### src/rtl/alu_muldiv_if.sv
// Flag record plus the start/busy/done operand/result bundle between the sequencer and alu_muldiv.
package alu_muldiv_pkg;
    typedef struct packed {
        logic s;
        logic z;
        logic ac;
        logic p;
        logic cy;
        logic v;
    } flags_t;
endpackage

interface alu_muldiv_if #(
    parameter int DATA_W = 16
);
    import alu_muldiv_pkg::*;

    logic              start;
    logic [1:0]        operation;
    logic              wide;
    logic [DATA_W-1:0] ta;
    logic [DATA_W-1:0] ta_hi;
    logic [DATA_W-1:0] tb;
    flags_t            flags_in;
    logic [DATA_W-1:0] result_lo;
    logic [DATA_W-1:0] result_hi;
    flags_t            flags;
    logic              busy;
    logic              done;
    logic              div_error;

    modport master (
        output start, operation, wide, ta, ta_hi, tb, flags_in,
        input  result_lo, result_hi, flags, busy, done, div_error
    );

    modport slave (
        input  start, operation, wide, ta, ta_hi, tb, flags_in,
        output result_lo, result_hi, flags, busy, done, div_error
    );
endinterface

### src/rtl/alu_muldiv.sv
// Radix-2 sequential MULU/MUL/DIVU/DIV: done in cycle n+3 (cycle 2 on divide pre-check error); start ignored while busy.
// ALU_MULDIV_FAST_MUL_EN swaps the iterative multiply for a single-cycle multiplier (done in cycle 2).
module alu_muldiv #(
    parameter int DATA_W = 16
) (
    input  logic        clk,
    input  logic        reset,
    alu_muldiv_if.slave bus
);
    import alu_muldiv_pkg::*;

    localparam int W     = DATA_W;
    localparam int H     = DATA_W / 2;
    localparam int CNT_W = $clog2(DATA_W);
    localparam logic [W-1:0]     ONE_W  = {{(W-1){1'b0}}, 1'b1};
    localparam logic [2*W-1:0]   ONE_2W = {{(2*W-1){1'b0}}, 1'b1};
    localparam logic [CNT_W-1:0] LAST_W = CNT_W'(W - 1);
    localparam logic [CNT_W-1:0] LAST_H = CNT_W'(H - 1);

    typedef enum logic [2:0] {S_IDLE, S_CHECK, S_RUN, S_FIX, S_DONE} state_t;

    function automatic logic [W-1:0] mask_n(input logic wide);
        return wide ? {W{1'b1}} : {{H{1'b0}}, {H{1'b1}}};
    endfunction

    function automatic logic sign_n(input logic wide, input logic [W-1:0] x);
        return wide ? x[W-1] : x[H-1];
    endfunction

    function automatic logic [W-1:0] neg_n(input logic wide, input logic [W-1:0] x);
        return (~x + ONE_W) & mask_n(wide);
    endfunction

    function automatic logic [2*W-1:0] neg_2n(input logic wide, input logic [2*W-1:0] x);
        return (~x + ONE_2W) & (wide ? {(2*W){1'b1}} : {{W{1'b0}}, {W{1'b1}}});
    endfunction

    function automatic logic [2*W-1:0] join_2n(input logic wide, input logic [W-1:0] hi,
                                               input logic [W-1:0] lo);
        return wide ? {hi, lo} : {{W{1'b0}}, hi[H-1:0], lo[H-1:0]};
    endfunction

    function automatic logic [W-1:0] lo_of(input logic wide, input logic [2*W-1:0] x);
        return wide ? x[W-1:0] : {{H{1'b0}}, x[H-1:0]};
    endfunction

    function automatic logic [W-1:0] hi_of(input logic wide, input logic [2*W-1:0] x);
        return wide ? x[2*W-1:W] : {{H{1'b0}}, x[W-1:H]};
    endfunction

    state_t           r_state;
    state_t           w_state_nxt;
    logic [1:0]       r_op;
    logic             r_wide;
    flags_t           r_flags_in;
    logic [W-1:0]     r_a;
    logic [W-1:0]     r_a_hi;
    logic [W-1:0]     r_b;
    logic [2*W-1:0]   r_prod;
    logic [W-1:0]     r_rem;
    logic [W-1:0]     r_q;
    logic [W-1:0]     r_div;
    logic             r_neg_q;
    logic             r_neg_r;
    logic             r_ovf_pend;
    logic [CNT_W-1:0] r_cnt;
    logic [W-1:0]     r_res_lo;
    logic [W-1:0]     r_res_hi;
    flags_t           r_flags;
    logic             r_div_error;

    // Operand magnitudes and divide pre-checks, evaluated in CHECK
    logic           w_is_div, w_is_sgn;
    logic           w_sa, w_sb, w_sdvd;
    logic [W-1:0]   w_mag_a, w_mag_b, w_mag_dvd_lo, w_mag_dvd_hi;
    logic [2*W-1:0] w_dvd, w_mag_dvd;
    logic           w_hi_ge, w_chk_err;

    assign w_is_div     = r_op[1];
    assign w_is_sgn     = r_op[0];
    assign w_sa         = w_is_sgn & sign_n(r_wide, r_a);
    assign w_sb         = w_is_sgn & sign_n(r_wide, r_b);
    assign w_sdvd       = w_is_sgn & sign_n(r_wide, r_a_hi);
    assign w_mag_a      = w_sa ? neg_n(r_wide, r_a) : r_a;
    assign w_mag_b      = w_sb ? neg_n(r_wide, r_b) : r_b;
    assign w_dvd        = join_2n(r_wide, r_a_hi, r_a);
    assign w_mag_dvd    = w_sdvd ? neg_2n(r_wide, w_dvd) : w_dvd;
    assign w_mag_dvd_lo = lo_of(r_wide, w_mag_dvd);
    assign w_mag_dvd_hi = hi_of(r_wide, w_mag_dvd);
    // A high half >= divisor means the quotient needs more than n bits.
    assign w_hi_ge      = w_mag_dvd_hi >= w_mag_b;
    assign w_chk_err    = w_is_div & ((r_b == '0) | (~w_is_sgn & w_hi_ge));

    // One iteration: multiply shifts-and-adds, divide shifts-and-subtracts (restoring)
    logic         w_q_msb, w_sub_ok, w_last;
    logic [W:0]   w_shift;
    logic [W-1:0] w_diff;

    assign w_q_msb  = r_wide ? r_q[W-1] : r_q[H-1];
    assign w_shift  = {r_rem, w_q_msb};
    assign w_sub_ok = w_shift >= {1'b0, r_div};
    assign w_diff   = w_shift[W-1:0] - r_div;
    assign w_last   = r_cnt == (r_wide ? LAST_W : LAST_H);

    logic           w_fast_mul;
    logic [2*W-1:0] w_prod_mag;
    logic           w_prod_neg;
`ifdef ALU_MULDIV_FAST_MUL_EN
    assign w_fast_mul = ~w_is_div;
    assign w_prod_mag = (r_state == S_CHECK) ? ({{W{1'b0}}, w_mag_a} * {{W{1'b0}}, w_mag_b})
                                             : r_prod;
    assign w_prod_neg = (r_state == S_CHECK) ? (w_sa ^ w_sb) : r_neg_q;
`else
    assign w_fast_mul = 1'b0;
    assign w_prod_mag = r_prod;
    assign w_prod_neg = r_neg_q;
`endif

    // Sign application and overflow detection
    logic [2*W-1:0] w_prod;
    logic [W-1:0]   w_mul_lo, w_mul_hi, w_quo_mag, w_quo, w_rem, w_q_lim;
    logic           w_mul_ovf, w_div_ovf;
    flags_t         w_mul_flags;

    assign w_prod    = w_prod_neg ? neg_2n(r_wide, w_prod_mag) : w_prod_mag;
    assign w_mul_lo  = lo_of(r_wide, w_prod);
    assign w_mul_hi  = hi_of(r_wide, w_prod);
    assign w_mul_ovf = w_is_sgn ? (w_mul_hi != (sign_n(r_wide, w_mul_lo) ? mask_n(r_wide) : '0))
                                : (w_mul_hi != '0);
    assign w_quo_mag = r_q & mask_n(r_wide);
    assign w_quo     = r_neg_q ? neg_n(r_wide, w_quo_mag) : w_quo_mag;
    assign w_rem     = r_neg_r ? neg_n(r_wide, r_rem) : r_rem;
    assign w_q_lim   = r_wide ? (ONE_W << (W - 1)) : (ONE_W << (H - 1));
    assign w_div_ovf = w_is_sgn & (r_ovf_pend | (r_neg_q ? (w_quo_mag > w_q_lim)
                                                         : (w_quo_mag >= w_q_lim)));

    always_comb begin
        w_mul_flags    = r_flags_in;
        w_mul_flags.cy = w_mul_ovf;
        w_mul_flags.v  = w_mul_ovf;
    end

    always_ff @(posedge clk) begin
        if (reset) r_state <= S_IDLE;
        else       r_state <= w_state_nxt;
    end

    always_comb begin
        w_state_nxt = r_state;
        case (r_state)
            S_IDLE:  if (bus.start) w_state_nxt = S_CHECK;
            S_CHECK: w_state_nxt = (w_chk_err || w_fast_mul) ? S_DONE : S_RUN;
            S_RUN:   if (w_last) w_state_nxt = S_FIX;
            S_FIX:   w_state_nxt = S_DONE;
            S_DONE:  w_state_nxt = S_IDLE;
            default: w_state_nxt = S_IDLE;
        endcase
    end

    always_ff @(posedge clk) begin
        if (reset) begin
            r_op        <= '0;
            r_wide      <= 1'b0;
            r_flags_in  <= '0;
            r_a         <= '0;
            r_a_hi      <= '0;
            r_b         <= '0;
            r_prod      <= '0;
            r_rem       <= '0;
            r_q         <= '0;
            r_div       <= '0;
            r_neg_q     <= 1'b0;
            r_neg_r     <= 1'b0;
            r_ovf_pend  <= 1'b0;
            r_cnt       <= '0;
            r_res_lo    <= '0;
            r_res_hi    <= '0;
            r_flags     <= '0;
            r_div_error <= 1'b0;
        end else begin
            case (r_state)
                S_IDLE: begin
                    if (bus.start) begin
                        r_op       <= bus.operation;
                        r_wide     <= bus.wide;
                        r_flags_in <= bus.flags_in;
                        r_a        <= bus.ta & mask_n(bus.wide);
                        r_a_hi     <= bus.ta_hi & mask_n(bus.wide);
                        r_b        <= bus.tb & mask_n(bus.wide);
                    end
                end
                S_CHECK: begin
                    r_prod     <= '0;
                    r_cnt      <= '0;
                    r_rem      <= w_is_div ? w_mag_dvd_hi : '0;
                    r_q        <= w_is_div ? w_mag_dvd_lo : w_mag_b;
                    r_div      <= w_is_div ? w_mag_b : w_mag_a;
                    r_neg_q    <= w_is_div ? (w_sdvd ^ w_sb) : (w_sa ^ w_sb);
                    r_neg_r    <= w_sdvd;
                    r_ovf_pend <= w_hi_ge;
                    if (w_chk_err) begin
                        r_div_error <= 1'b1;
                    end else if (w_fast_mul) begin
                        r_res_lo    <= w_mul_lo;
                        r_res_hi    <= w_mul_hi;
                        r_flags     <= w_mul_flags;
                        r_div_error <= 1'b0;
                    end
                end
                S_RUN: begin
                    r_cnt  <= r_cnt + 1'b1;
                    r_prod <= {r_prod[2*W-2:0], 1'b0} + (w_q_msb ? {{W{1'b0}}, r_div} : '0);
                    r_q    <= {r_q[W-2:0], w_is_div & w_sub_ok};
                    r_rem  <= w_sub_ok ? w_diff : w_shift[W-1:0];
                end
                S_FIX: begin
                    if (w_is_div && w_div_ovf) begin
                        r_div_error <= 1'b1;
                    end else if (w_is_div) begin
                        r_res_lo    <= w_quo;
                        r_res_hi    <= w_rem;
                        r_flags     <= r_flags_in;
                        r_div_error <= 1'b0;
                    end else begin
                        r_res_lo    <= w_mul_lo;
                        r_res_hi    <= w_mul_hi;
                        r_flags     <= w_mul_flags;
                        r_div_error <= 1'b0;
                    end
                end
                default: ;
            endcase
        end
    end

    assign bus.busy      = r_state != S_IDLE;
    assign bus.done      = r_state == S_DONE;
    assign bus.div_error = r_div_error;
    assign bus.result_lo = r_res_lo;
    assign bus.result_hi = r_res_hi;
    assign bus.flags     = r_flags;
endmodule

### src/flat_wrapper.sv
// flat-port wrapper written by rule: the top's interface ports become plain ports
module alu_muldiv_flat import alu_muldiv_pkg::*;
#(
    parameter int DATA_W = 16
)
  (clk, reset, bus_start, bus_operation, bus_wide, bus_ta, bus_ta_hi, bus_tb, bus_flags_in, bus_result_lo, bus_result_hi, bus_flags, bus_busy, bus_done, bus_div_error);
  alu_muldiv_if #(.DATA_W(DATA_W)) bus_i ();
  input  logic clk;
  input  logic reset;
  input wire logic [$bits(bus_i.start)-1:0] bus_start;
  input wire logic [$bits(bus_i.operation)-1:0] bus_operation;
  input wire logic [$bits(bus_i.wide)-1:0] bus_wide;
  input wire logic [$bits(bus_i.ta)-1:0] bus_ta;
  input wire logic [$bits(bus_i.ta_hi)-1:0] bus_ta_hi;
  input wire logic [$bits(bus_i.tb)-1:0] bus_tb;
  input wire logic [$bits(bus_i.flags_in)-1:0] bus_flags_in;
  output wire logic [$bits(bus_i.result_lo)-1:0] bus_result_lo;
  output wire logic [$bits(bus_i.result_hi)-1:0] bus_result_hi;
  output wire logic [$bits(bus_i.flags)-1:0] bus_flags;
  output wire logic [$bits(bus_i.busy)-1:0] bus_busy;
  output wire logic [$bits(bus_i.done)-1:0] bus_done;
  output wire logic [$bits(bus_i.div_error)-1:0] bus_div_error;
  assign bus_i.start = bus_start;
  assign bus_i.operation = bus_operation;
  assign bus_i.wide = bus_wide;
  assign bus_i.ta = bus_ta;
  assign bus_i.ta_hi = bus_ta_hi;
  assign bus_i.tb = bus_tb;
  assign bus_i.flags_in = bus_flags_in;
  assign bus_result_lo = bus_i.result_lo;
  assign bus_result_hi = bus_i.result_hi;
  assign bus_flags = bus_i.flags;
  assign bus_busy = bus_i.busy;
  assign bus_done = bus_i.done;
  assign bus_div_error = bus_i.div_error;
  alu_muldiv #(.DATA_W(DATA_W)) u_core (.clk(clk), .reset(reset), .bus(bus_i));
endmodule
### config.mk
export PLATFORM = sky130hd
export DESIGN_NAME = alu_muldiv_flat
export DESIGN_NICKNAME = d
export VERILOG_FILES = /design/src/rtl/alu_muldiv_if.sv /design/src/rtl/alu_muldiv.sv /design/src/flat_wrapper.sv
export SDC_FILE = /design/constraint.sdc
export NUM_CORES = 1
export LEC_CHECK = 0
export BUFFER_PORTS_ARGS = -buffer_cell sky130_fd_sc_hd__buf_2
export CAP_MARGIN = 20
export CORE_MARGIN = 2
export CORE_UTILIZATION = 50
export CTS_CLUSTER_DIAMETER = 120
export CTS_CLUSTER_SIZE = 30
export DETAILED_ROUTE_END_ITERATION = 10
export GPL_TIMING_DRIVEN = 1
export PLACE_DENSITY = 0.69
export SLEW_MARGIN = 20
export SYNTH_ARGS = -nofsm -noshare
export SYNTH_HDL_FRONTEND = slang
export SYNTH_SLANG_ARGS = --single-unit
### constraint.sdc
create_clock -name clk -period 9.7 [get_ports clk]
set_clock_uncertainty 0.15 [all_clocks]
set_input_delay 1.455 -clock clk [delete_from_list [all_inputs] [get_ports clk]]
set_output_delay 1.455 -clock clk [all_outputs]
set_load 0.01 [all_outputs]
* Yosys cells after proc, flatten, opt, wreduce, memory -nomap -nowiden
Index checks and enable logic that the tools add are counted.
** Storage, ports and cells
- Register bits :: 186
- Input port bits :: 60
- Output and inout bits :: 41
- Word-level logic and storage cells :: 135
** Operators by class
- Add/sub/neg operators :: 9
- $lt $le $gt $ge :: 4
- Eq/ne operators :: 9
- Muxes and demuxes :: 44
- Bitwise logic cells :: 29
- Reduce and logical (&&, ||, !) cells :: 11
** Operators with widths (number)
- $mux 16 :: 19
- $and 16x16->16 :: 8
- $mux 32 :: 4
- $add 16x1->16 const B :: 4
- $add 32x1->32 const B :: 2
- $and 32x32->32 :: 2
- $not 16->16 :: 4
- $not 32->32 :: 2
- $pmux 16 s2 :: 2
- $pmux 32 s2 :: 1
- $add 32x32->32 :: 1
- $ge 16x16->1 :: 2
- $ge 17x16->1 :: 1
- $gt 16x16->1 :: 1
- $logic_not 16->1 :: 1
- $ne 16x16->1 :: 1
- $reduce_bool 16->1 :: 1
- $sub 16x16->16 :: 1
- $pmux 3 s4 :: 1
- $mux 1 :: 10
- $mux 3 :: 3
- $pmux 4 s2 :: 1
- $reduce_and 2->1 :: 4
- $and 1x1->1 :: 7
- other kinds (17) :: 23

* Depth between registers and ports, before layout
- Depth in word-level cells :: 12
- Gate-level depth with buffers :: 20
- Depth with buffers taken out :: 18

* Least setup slack after synthesis
Ideal clock, no wire load.
- Kind :: register to register
- Start point :: reg u_core.r_wide
- End point :: reg u_core.r_prod[22]
- Setup time :: 128 ps
- Data arrival time :: 4276 ps
- Slack :: 5145 ps
- Stages on the path, launching flop included :: 17
- Buffers on the path :: 6
- Clock period less this slack :: 4555 ps
- Cell sequence :: dfxtp_1 clkbuf_1 buf_2 buf_2 clkbuf_1 buf_1 mux2i_1 clkbuf_1 nor2_1 ha_1 or3_1 a2111oi_0 nor4_1 o2111ai_1 a21boi_0 xnor2_1 o21ai_0
** Between the ends
- Word-level cells in the longest chain between the ends :: 4
** RTL lines
- start: declaration :: line alu_muldiv.sv:54 : logic r_wide;
- start signal: assignment :: line alu_muldiv.sv:185 : r_wide <= bus.wide;
- $mux 1 :: line alu_muldiv.sv:99 : assign w_q_msb = r_wide ? r_q[W-1] : r_q[H-1];
- $mux 16 :: line alu_muldiv.sv:212 : r_prod <= {r_prod[2*W-2:0], 1'b0} + (w_q_msb ? {{W{1'b0}}, r_div} : '0);
- $add 32x32->32 :: line alu_muldiv.sv:212
- $pmux 32 s2 :: line alu_muldiv.sv:181 : case (r_state)
- end signal: assignment :: line alu_muldiv.sv:212
- end: declaration :: line alu_muldiv.sv:59 : logic [2*W-1:0] r_prod;
No other way between the ends.
A chain may end at the register's enable or synchronous reset.

* Worst setup path after layout
- Start point :: reg u_core.r_a[2]
- End point :: reg u_core.r_div_error, in the netlist u_core.bus.div_error
** Between the ends
- Word-level cells in the longest chain between the ends :: 12
** RTL lines
- start: declaration :: line alu_muldiv.sv:56 : logic [W-1:0] r_a;
- start signal: assignment :: line alu_muldiv.sv:187 : r_a <= bus.ta & mask_n(bus.wide);
- $mux 32 :: line alu_muldiv.sv:40 : return wide ? {hi, lo} : {{W{1'b0}}, hi[H-1:0], lo[H-1:0]};
- $not 32->32 :: line alu_muldiv.sv:35 : return (~x + ONE_2W) & (wide ? {(2*W){1'b1}} : {{W{1'b0}}, {W{1'b1}}});
- $add 32x1->32 :: line alu_muldiv.sv:35
- $and 32x32->32 :: line alu_muldiv.sv:35
- $mux 32 :: line alu_muldiv.sv:87 : assign w_mag_dvd = w_sdvd ? neg_2n(r_wide, w_dvd) : w_dvd;
- $mux 16 :: line alu_muldiv.sv:48 : return wide ? x[2*W-1:W] : {{H{1'b0}}, x[W-1:H]};
- $ge 16x16->1 :: line alu_muldiv.sv:91 : assign w_hi_ge = w_mag_dvd_hi >= w_mag_b;
- $and 1x1->1 :: line alu_muldiv.sv:92 : assign w_chk_err = w_is_div & ((r_b == '0) | (~w_is_sgn & w_hi_ge));
- $or 1x1->1 :: line alu_muldiv.sv:92
- $and 1x1->1 :: line alu_muldiv.sv:92
- $ne 2x1->1 (no source line)
- $reduce_and 2->1 (no source line)
- end signal: assignment :: line alu_muldiv.sv:179 : r_div_error <= 1'b0;
- end signal: assignment :: line alu_muldiv.sv:202 : r_div_error <= 1'b1;
- end signal: assignment :: line alu_muldiv.sv:207 : r_div_error <= 1'b0;
- end: declaration :: line alu_muldiv.sv:70 : logic r_div_error;
No other way between the ends.

==> out/qor.yml <==
area_delta_synth_final_pct: 8.86
cts_setup_buffers: 0
dr_wl_met2_microns: 19400
tightest_slew_ns: 1.12
io_buffers: 100
worstHoldStart: "u_core.bus.result_hi[1]"
syn_avg_cell_area_sq_um: 7.49
hp-class: "reg2reg"
die_w_microns: 165
gp_congestion: 0.973
synth_top_flop_cell: "dfxtp_1"
irDropWorstVdd_mv: 0.107
path_clk_slew_ns: 0.08
cts-buffers-inserted: 17
drtPass1Iterations: 8
rsz0062_at_grt: "false"
p_leak_nw: 5.54
cap_violations: 0
grt_first_pass_wirelength_microns: 65400
antenna_found_initial: 0
gr-usage-all-layers: 0.304
ant_nets: 0
io_pins: 101
setup_violations: 0
dr.max_layer_used: "met4"
fin_cells: 2099
hold_viol: 0
netlist_area_sq_mm: 0.0130
max_freq_mhz: 205
grt_overflow_total: 0
clock_tree.buffer_depth: 2
syn-instance-count: 1739
multi_input_area_sq_mm: 0.00865
critPathSlowestCell: "nor4_1"
yosysSeqAreaShare: 0.286
holdBufCountCts: 0
status: "finished, final reports clean"
numClockSinks: 186
grt_pass1_vias: 11799
syn-num-nets: 1856
path_cells: "nor4_2, nand3_1, nor4_1, nand2_1, o31ai_1, xor2_1, nor2_1, ha_1, a21o_1, a21o_1, nor3_1, o211ai_1, a31oi_1, nor2_1, o21a_1"
n_fill_cell: 2485
seq_area_sq_mm: 0.00373
min_to: "u_core.bus.result_hi[1]"
min_period_ns: 4.87
dp.cells: 2068
post-route-period-util: 0.502
synth-edff-count: 0
crit_path_max_fanout: 11
slowest_delay_ns: 0.86
initial_core_util: 0.504
ys_ff_latch: 186
yosys-top-cells-area: "dfxtp_1 29%, nand2_1 7.6%, ha_1 5.3%, a21oi_1 5.2%, xnor2_1 5.2%"
endpoint_kind: "flop"
synth_top_area_share: 0.286
met3_length_microns: 2510
synth_async_sr_flop_share: 0
critPathRequiredTime_ns: 9.90
worstReg2RegStart: "u_core.r_a[2]"
slew_viol_final: 0
post-layout-total-power_mw: 2.18
critPathLaunchType: "flop"
drt-initial-drc-count: 1271
reg2reg_depth: 15
fin_tns_setup_ns: 0
grt_max_degree: 80
cts_resized: 0
wire_per_inst_microns: 19.8
wl_met1_microns: 17900
drc: 0
htreeDepth: 4
wl_microns: 41600
drive_gt1_frac: 0.107
dieArea_sq_mm: 0.0274
vias: 13000
path_class: "reg2reg"
insertion_delay_ns: 0.45
fp.dieH_microns: 165
cellPowerDensity_mw_per_mm2: 153
hpwl_microns: 30700
n_antenna_cell: 0
cts_tree: "yes"
hold_depth: 2
reg2reg_to: "u_core.bus.div_error"
synth.distinct_cells: 78
arrival_ns: 5.07
r2r_slack_ns: 4.83
cts-root-buf: "clkbuf_16"
yosysWarnings: 0
layout.nets: 1869
maxSlewHeadroom: 0.250
synth_area_leader_cell: "dfxtp_1"
placementRows: 59
avgViaCountPerCell: 6.19
core_area_sq_mm: 0.0258
==> per-layer routing <==
layer	vias up	track usage
li1	6278	-
met1	6067	0.401
met2	534	0.494
met3	121	0.0537
met4	0	0.121
met5	-	0
==> placed cells by master (no fill, tap or decap), drive strengths merged, types with 8 or more instances in the layout <==
cell type / Yosys / routed
nand3: 40 / 40
o2111ai: 15 / 15
and3: 16 / 16
clkbuf: 105 / 18
o211ai: 40 / 40
nand2: 265 / 265
buf: 19 / 118
or4: 13 / 13
a311oi: 11 / 11
ha: 55 / 55
nor4: 18 / 18
o31ai: 27 / 27
nand2b: 28 / 28
o41ai: 16 / 16
or3: 18 / 18
a22o: 20 / 20
a22oi: 21 / 21
o21a: 9 / 9
a21o: 13 / 13
o21ai: 95 / 95
o221ai: 13 / 13
inv: 52 / 61
a21oi: 135 / 135
a211oi: 35 / 35
nor2: 164 / 164
nor3: 32 / 32
and2: 12 / 12
a31oi: 14 / 14
xnor2: 77 / 77
nand4: 13 / 13
nor2b: 8 / 8
mux2i: 16 / 16
xor2: 60 / 60
dfxtp: 186 / 186
==> how the worst max path moves through the flow <==
stage,from,to,slack [ns],depth (start not counted)
after floorplan,u_core.r_wide,u_core.r_prod[22],5.15,16
after global placement,u_core.r_a[2],u_core.bus.div_error,4.96,15
after detailed placement,u_core.r_a[2],u_core.bus.div_error,4.95,15
after CTS,u_core.r_a[2],u_core.bus.div_error,4.93,15
after global routing,u_core.r_wide,u_core.bus.div_error,4.49,18
final,u_core.r_a[2],u_core.bus.div_error,4.83,15
==> synthesized netlist by cell type, drive strengths merged (27+ instances only) <==
master	n
a211oi	35
o21ai	95
nor2	164
ha	55
nand3	40
nor3	32
clkbuf	105
nand2	265
o31ai	27
o211ai	40
xor2	60
inv	52
nand2b	28
a21oi	135
dfxtp	186
xnor2	77
==> sequential cells by signal, summed over array words and instances (netlist names), 16 cells and up <==
register and cells:
u_core.bus.result_hi 16, u_core.bus.result_lo 16, u_core.r_a 16, u_core.r_a_hi 16
u_core.r_b 16, u_core.r_div 16, u_core.r_prod 32, u_core.r_q 16
u_core.r_rem 16
==> cell families after synthesis <==
logic type	Yosys count	synth area share
xor+xnor	137	0.0921
compound gates	517	0.268
flops	186	0.286
mux	23	0.0192
simple gates	643	0.228
fa+ha+maj	57	0.0559
buf+inv	176	0.0517
==> worst max-delay path: cells and delay by family (launching register included) <==
kind / cells / cell delay (ns)
xor gates and xnor gates: 1 / 0.23
AOI/OAI and AO/OA: 6 / 1.25
adders and majority gates: 1 / 0.34
and+or+nand+nor: 7 / 2.39
DFF: 1 / 0.39
==> stage by stage <==
| stage | utilization | setup WS [ns] | instance area [sq um] | hold slack [ns] |
|---|---|---|---|---|
| 2_1_floorplan | - | 5.15 | 13000 | 0.282 |
| 3_3_place_gp | 0.527 | 4.96 | 13600 | 0.288 |
| 3_5_place_dp | 0.527 | 4.95 | 13600 | 0.293 |
| 4_1_cts | 0.549 | 4.93 | 14200 | 0.302 |
| 5_1_grt | 0.549 | 4.49 | 14200 | 0.316 |
| 6_report | 0.549 | 4.83 | 14200 | 0.303 |
==> area by class of cell <==
type	instances	area share
tap	335	0.0295
inverter	52	0.0138
clock inverter	13	0.00856
clock buffer	18	0.0310
multi-input combinational	1377	0.610
sequential	186	0.263
timing repair buffer	118	0.0450
==> report_power, final <==
| group | switching (mW) | internal (mW) | leakage [nW] |
|---|---|---|---|
| registers | 0.0617 | 0.802 | 1.51 |
| clock network | 0.353 | 0.347 | 0.277 |
| logic | 0.384 | 0.229 | 3.75 |
| total | 0.799 | 1.38 | 5.54 |
Power figures use the tool's default switching activity.
